## src/rtl/serial_frame_rx_if.sv

```systemverilog
`default_nettype none
// ============================================================================
// Module   : serial_frame_rx_if
// Purpose  : 3-wire serial bus plus parallel frame outputs of serial_frame_rx.
// Revision : 1.0 - initial release
// ============================================================================
interface serial_frame_rx_if #(
   parameter int FRAME_BITS = 64
);
   logic                  s_clk;
   logic                  s_sout;
   logic                  s_clrn;
   logic [FRAME_BITS-1:0] data_out;
   logic                  frame_valid;
   logic                  busy;
   logic [6:0]            bit_cnt;
   logic                  frame_err;
   logic [7:0]            err_cnt;

   // The serial source drives the bus and observes the receiver outputs.
   modport master (
      output s_clk, s_sout, s_clrn,
      input  data_out, frame_valid, busy, bit_cnt, frame_err, err_cnt
   );

   modport slave (
      input  s_clk, s_sout, s_clrn,
      output data_out, frame_valid, busy, bit_cnt, frame_err, err_cnt
   );
endinterface
`default_nettype wire

```

## src/rtl/serial_frame_rx.sv

```systemverilog
`default_nettype none
// ============================================================================
// Module   : serial_frame_rx
// Purpose  : Oversampling deserializer for the 3-wire shift bus (s_clk, s_sout,
//            s_clrn); presents each fixed-length frame with a 1-cycle strobe.
// Option   : SERIAL_FRAME_RX_TIMEOUT_EN enables the idle-timeout abort logic.
// Revision : 1.0 - initial release
// ============================================================================
module serial_frame_rx #(
   parameter int FRAME_BITS     = 64,
   parameter int TIMEOUT_CYCLES = 4096
) (
   input  wire logic         clk,
   input  wire logic         rst,
   serial_frame_rx_if.slave  bus
);

   typedef enum logic [0:0] {
      ST_IDLE  = 1'b0,
      ST_SHIFT = 1'b1
   } state_t;

   localparam logic [6:0] c_last_bit = 7'(FRAME_BITS - 1);

   generate
      if (FRAME_BITS < 2 || FRAME_BITS > 64) begin : g_bad_frame_bits
         $error("serial_frame_rx: FRAME_BITS must be within 2..64");
      end
      if (TIMEOUT_CYCLES < 2) begin : g_bad_timeout
         $error("serial_frame_rx: TIMEOUT_CYCLES must be at least 2");
      end
   endgenerate

   logic [1:0]            r_clk_sync;
   logic [1:0]            r_sout_sync;
   logic [1:0]            r_clrn_sync;
   logic                  r_clk_hist;

   state_t                r_state;
   state_t                w_state_nxt;
   logic [FRAME_BITS-2:0] r_shreg;
   logic [FRAME_BITS-2:0] w_shreg_nxt;
   logic [FRAME_BITS-1:0] w_shifted;
   logic [6:0]            r_bit_cnt;
   logic [6:0]            w_bit_cnt_nxt;
   logic                  w_commit;
   logic [FRAME_BITS-1:0] r_data;
   logic                  r_frame_valid;

   logic                  w_edge;
   logic                  w_clr;
   logic                  w_bit;
   logic                  w_timeout;

   always_ff @(posedge clk) begin
      if (rst) begin
         r_clk_sync  <= 2'b00;
         r_sout_sync <= 2'b00;
         r_clrn_sync <= 2'b00;
         r_clk_hist  <= 1'b0;
      end else begin
         r_clk_sync  <= {r_clk_sync[0],  bus.s_clk};
         r_sout_sync <= {r_sout_sync[0], bus.s_sout};
         r_clrn_sync <= {r_clrn_sync[0], bus.s_clrn};
         r_clk_hist  <= r_clk_sync[1];
      end
   end

   assign w_edge = r_clk_sync[1] & ~r_clk_hist;
   assign w_clr  = ~r_clrn_sync[1];
   assign w_bit  = r_sout_sync[1];

   // The register holds only the first FRAME_BITS-1 bits; the final bit is
   // appended on the fly so the committed word includes it.
   assign w_shifted = {r_shreg, w_bit};

   always_ff @(posedge clk) begin
      if (rst) begin
         r_state <= ST_IDLE;
      end else begin
         r_state <= w_state_nxt;
      end
   end

   always_comb begin
      w_state_nxt   = r_state;
      w_shreg_nxt   = r_shreg;
      w_bit_cnt_nxt = r_bit_cnt;
      w_commit      = 1'b0;
      if (w_clr) begin
         w_state_nxt   = ST_IDLE;
         w_shreg_nxt   = '0;
         w_bit_cnt_nxt = 7'd0;
      end else begin
         case (r_state)
            ST_IDLE: begin
               if (w_edge) begin
                  w_shreg_nxt   = w_shifted[FRAME_BITS-2:0];
                  w_bit_cnt_nxt = 7'd1;
                  w_state_nxt   = ST_SHIFT;
               end
            end
            ST_SHIFT: begin
               if (w_edge) begin
                  if (r_bit_cnt == c_last_bit) begin
                     w_commit      = 1'b1;
                     w_shreg_nxt   = '0;
                     w_bit_cnt_nxt = 7'd0;
                     w_state_nxt   = ST_IDLE;
                  end else begin
                     w_shreg_nxt   = w_shifted[FRAME_BITS-2:0];
                     w_bit_cnt_nxt = r_bit_cnt + 7'd1;
                  end
               end else if (w_timeout) begin
                  w_shreg_nxt   = '0;
                  w_bit_cnt_nxt = 7'd0;
                  w_state_nxt   = ST_IDLE;
               end
            end
            default: begin
               w_state_nxt   = ST_IDLE;
               w_shreg_nxt   = '0;
               w_bit_cnt_nxt = 7'd0;
            end
         endcase
      end
   end

   always_ff @(posedge clk) begin
      if (rst) begin
         r_shreg       <= '0;
         r_bit_cnt     <= 7'd0;
         r_data        <= '0;
         r_frame_valid <= 1'b0;
      end else begin
         r_shreg       <= w_shreg_nxt;
         r_bit_cnt     <= w_bit_cnt_nxt;
         r_frame_valid <= w_commit;
         if (w_commit) begin
            r_data <= w_shifted;
         end
      end
   end

`ifdef SERIAL_FRAME_RX_TIMEOUT_EN
   localparam int                c_to_w    = $clog2(TIMEOUT_CYCLES + 1);
   localparam logic [c_to_w-1:0] c_timeout = c_to_w'(TIMEOUT_CYCLES);

   logic [c_to_w-1:0] r_to_cnt;
   logic              r_frame_err;
   logic [7:0]        r_err_cnt;
   logic              w_abort;

   assign w_timeout = (r_state == ST_SHIFT) && (r_to_cnt == c_timeout);
   // An edge or a clear in the same cycle takes precedence over the abort.
   assign w_abort   = w_timeout && !w_edge && !w_clr;

   always_ff @(posedge clk) begin
      if (rst || (r_state != ST_SHIFT) || w_edge) begin
         r_to_cnt <= '0;
      end else if (!w_timeout) begin
         r_to_cnt <= r_to_cnt + 1'b1;
      end
   end

   always_ff @(posedge clk) begin
      if (rst) begin
         r_frame_err <= 1'b0;
         r_err_cnt   <= 8'd0;
      end else begin
         r_frame_err <= w_abort;
         if (w_abort && (r_err_cnt != 8'hFF)) begin
            r_err_cnt <= r_err_cnt + 8'd1;
         end
      end
   end

   assign bus.frame_err = r_frame_err;
   assign bus.err_cnt   = r_err_cnt;
`else
   assign w_timeout     = 1'b0;
   assign bus.frame_err = 1'b0;
   assign bus.err_cnt   = 8'd0;
`endif

   assign bus.data_out    = r_data;
   assign bus.frame_valid = r_frame_valid;
   assign bus.busy        = (r_state == ST_SHIFT);
   assign bus.bit_cnt     = r_bit_cnt;

endmodule
`default_nettype wire
```

## src/flat_wrapper.sv

```systemverilog
// flat-port wrapper written by rule: the top's interface ports become plain ports
module serial_frame_rx_flat 
#(
   parameter int FRAME_BITS     = 64,
   parameter int TIMEOUT_CYCLES = 4096
)
  (clk, rst, bus_s_clk, bus_s_sout, bus_s_clrn, bus_data_out, bus_frame_valid, bus_busy, bus_bit_cnt, bus_frame_err, bus_err_cnt);
  serial_frame_rx_if #(.FRAME_BITS(FRAME_BITS)) bus_i ();
  input  wire logic clk;
  input  wire logic rst;
  input wire logic [$bits(bus_i.s_clk)-1:0] bus_s_clk;
  input wire logic [$bits(bus_i.s_sout)-1:0] bus_s_sout;
  input wire logic [$bits(bus_i.s_clrn)-1:0] bus_s_clrn;
  output wire logic [$bits(bus_i.data_out)-1:0] bus_data_out;
  output wire logic [$bits(bus_i.frame_valid)-1:0] bus_frame_valid;
  output wire logic [$bits(bus_i.busy)-1:0] bus_busy;
  output wire logic [$bits(bus_i.bit_cnt)-1:0] bus_bit_cnt;
  output wire logic [$bits(bus_i.frame_err)-1:0] bus_frame_err;
  output wire logic [$bits(bus_i.err_cnt)-1:0] bus_err_cnt;
  assign bus_i.s_clk = bus_s_clk;
  assign bus_i.s_sout = bus_s_sout;
  assign bus_i.s_clrn = bus_s_clrn;
  assign bus_data_out = bus_i.data_out;
  assign bus_frame_valid = bus_i.frame_valid;
  assign bus_busy = bus_i.busy;
  assign bus_bit_cnt = bus_i.bit_cnt;
  assign bus_frame_err = bus_i.frame_err;
  assign bus_err_cnt = bus_i.err_cnt;
  serial_frame_rx #(.FRAME_BITS(FRAME_BITS), .TIMEOUT_CYCLES(TIMEOUT_CYCLES)) u_core (.clk(clk), .rst(rst), .bus(bus_i));
endmodule
```

## config.mk

```make
export PLATFORM = sky130hd
export DESIGN_NAME = serial_frame_rx_flat
export DESIGN_NICKNAME = d
export VERILOG_FILES = /design/src/rtl/serial_frame_rx_if.sv /design/src/rtl/serial_frame_rx.sv /design/src/flat_wrapper.sv
export SDC_FILE = /design/constraint.sdc
export NUM_CORES = 1
export LEC_CHECK = 0
export BUFFER_PORTS_ARGS = -buffer_cell sky130_fd_sc_hd__buf_2
export CORE_MARGIN = 4
export CORE_UTILIZATION = 59
export DETAILED_ROUTE_END_ITERATION = 12
export GPL_TIMING_DRIVEN = 0
export PLACE_DENSITY = 0.88
export SLEW_MARGIN = 20
export SYNTH_ARGS = -nofsm -noshare
export SYNTH_HDL_FRONTEND = slang
export SYNTH_SLANG_ARGS = --single-unit
```

## constraint.sdc

```tcl
create_clock -name clk -period 6.2 [get_ports clk]
set_clock_uncertainty 0.2 [all_clocks]
set_input_delay 0.62 -clock clk [delete_from_list [all_inputs] [get_ports clk]]
set_output_delay 0.62 -clock clk [all_outputs]
set_load 0.05 [all_outputs]
```

==> reports/results.ini <==
[detailed_routing]
route.detailed.drc = 0
via_count = 3465
routed_via_density = 5.35
ant_nets = 0
drtIter0Drc = 80
dr.pass1.iters = 4
wirelength_um = 9930
wl_per_cell_um = 15.3

[placement]
dpl.hpwl_um = 6530
place_congestion = 0.806
place_area_um2 = 5560
io_buffers = 76

[synth]
syn-cell-area_um2 = 5020
synth-edff-count = 0
ys_warn_count = 0
synth_top_area_frac = 0.570
ys_types = 34
ys.flop_type = dfxtp_1
yosysSeqAreaShare = 0.570
synth_area_leaders = dfxtp_1, mux2i_1, a22o_1
synth-seq-cells = 143
ys_async_sr_fraction = 0
avgSynthCellArea_um2 = 11.8
syn_inst = 427
synth_largest_area_cell = dfxtp_1

[finish]
drive_above_1_share = 0.271
nets = 536
num_antenna_cells = 0
final_area_um2 = 6160
syn_to_final_growth_pct = 22.6

[critical_path]
worstSetupEndpoint = u_core.r_shreg[26]
r2r_start = u_core.bus.bit_cnt[0]
worstReg2RegEnd = u_core.r_shreg[26]
crit_start = u_core.bus.bit_cnt[0]
critPathArrivalTime_ps = 2450
cp-start-kind = flip-flop
crit_fanout = 10
required_ps = 6400
ff2ff_path_depth = 8
r2r_slack_ps = 3950
path_class = flip-flop to flip-flop
end_kind = flip-flop

[global_routing]
grt_overflow = 0
antenna_found_initial = 0
grt_pass1_wl_um = 16400
grt_pass1_vias = 3394
grtUsageTotal = 0.204
grt_start_max_net_pins = 17

[floorplanning]
pin_count = 87
start_util = 0.608
coreArea_um2 = 8260
die_x_um = 100
dieHeight_um = 100
rows = 33
dieArea_um2 = 10100

[clock_network]
cts_buffers = 17
clk_pin_slew_ps = 60
cts_root_buffer = clkbuf_8
cts_resized = 0
cts_tree = built
clk_latency_ps = 510
cts_hold_buf = 0
post_cts_buffers = 0
cts.sinks = 143
clock_path_buffers = 2
cts_max_level = 4

[timing]
post-route-period-util = 0.363
drv_slew = 0
rsz0062_at_grt = no
max_freq_mhz = 445
setup_viol = 0
finalHoldViolCount = 0
fin_setup_tns_ps = 0
holdWs_ps = 124
fin_crit_ps = 2250

[power]
peakVddDrop_mv = 0.195
power.leakage_nw = 3.15
power.density_nw_per_um2 = 320

[outcome]
outcome = finished, final reports clean

[hold_path]
holdCritPathClass = input pin to flip-flop

[run]
drv_cap = 0

[flip-flops by register name, summed over array words and instances, names as in the netlist]
signal                  cells
u_core.bus.busy             1
u_core.r_clrn_sync          2
u_core.r_clk_sync           2
u_core.bus.frame_valid      1
u_core.r_clk_hist           1
u_core.r_sout_sync          2
u_core.r_shreg             63
u_core.bus.bit_cnt          7
u_core.bus.data_out        64
[area by class of cell]
| type | count | area [um2] |
|---|---|---|
| clock inverters | 13 | 160 |
| clock buffers | 19 | 432 |
| inverters | 3 | 11.3 |
| fillers | 553 | 2100 |
| well taps | 105 | 131 |
| plain buffers | 39 | 398 |
| multi-input cells | 250 | 1780 |
| flip-flops and latches | 143 | 2860 |
| repair buffers | 76 | 380 |
[how the worst min path moves through the flow]
| stage | start | endpoint | depth (start not counted) |
|---|---|---|---|
| 6_report | bus_s_clk | u_core.r_clk_sync[0] | 2 |
| 4_1_cts | bus_s_clrn | u_core.r_clrn_sync[0] | 2 |
| 5_1_grt | bus_s_clk | u_core.r_clk_sync[0] | 2 |
| 3_5_place_dp | u_core.r_clrn_sync[0] | u_core.r_clrn_sync[1] | 1 |
| 3_3_place_gp | u_core.r_clk_sync[0] | u_core.r_clk_sync[1] | 1 |
| 2_1_floorplan | u_core.r_clk_sync[0] | u_core.r_clk_sync[1] | 1 |
[metal layers]
layer / vias to the layer above / wire (um) / track usage
li1: 1696 / - / -
met1: 1665 / 4470 / 0.255
met2: 85 / 4820 / 0.338
met3: 19 / 468 / 0.0584
met4: 0 / 174 / 0.0715
met5: - / 0 / 0
[synth_stat cells (2+ instances only)]
cell type	instances
buf_6	6
nand2b_1	2
dlygate4sd1_1	4
nor3b_1	2
mux2i_1	64
clkbuf_1	3
a21oi_1	5
dfxtp_1	143
nor2b_1	8
and3_2	2
buf_4	9
nand3_1	4
nand2_1	3
nand3b_2	2
a22o_1	63
a211oi_1	2
inv_1	3
nor3_1	2
buf_2	7
nand4_1	2
a31oi_1	2
o21ai_0	2
clkbuf_8	3
buf_12	7
nor2_1	68
[through the flow]
step,power (mW),setup WS (ps),std cells,util
floorplan,0.974,3790,435,-
global placement,0.980,3900,616,0.674
detailed placement,0.981,3870,616,0.674
CTS,1.98,3950,648,0.745
global route,2.03,3810,648,0.745
finish,1.97,3950,648,0.745
[logic make-up after synthesis]
kind of cell    share of synthesized area
compound gates                      0.124
fa+ha+maj                         0.00249
flops                               0.570
simple gates                       0.0939
mux                                 0.128
other cells                      0.000747
buf+inv                            0.0815
[power by group]
part	switching, mW	leakage [nW]	internal, mW
Combinational	0.0278	1.71	0.0112
Sequential	0.00111	1.15	0.921
Clock	0.384	0.289	0.625
[critical path, cell delays in order (launching register included)]
cell	delay [ps]
dfxtp_1	400
ha_1	230
nand3_2	110
or2_1	240
clkbuf_1	170
o21a_1	200
buf_2	210
buf_6	180
a22o_1	200
[placed cells by master, fill, tap and decap left out, drive strengths merged, types with 3 or more instances in the layout]
cell type / instances
dfxtp: 143
buf: 105
nor2: 69
mux2i: 64
a22o: 63
clkbuf: 25
conb: 9
nor2b: 8
inv: 6
a21oi: 5
nand3: 5
clkinv: 5
dlygate4sd1: 4
nand2: 3
bufinv: 3
(Power assumes the default switching activity.)
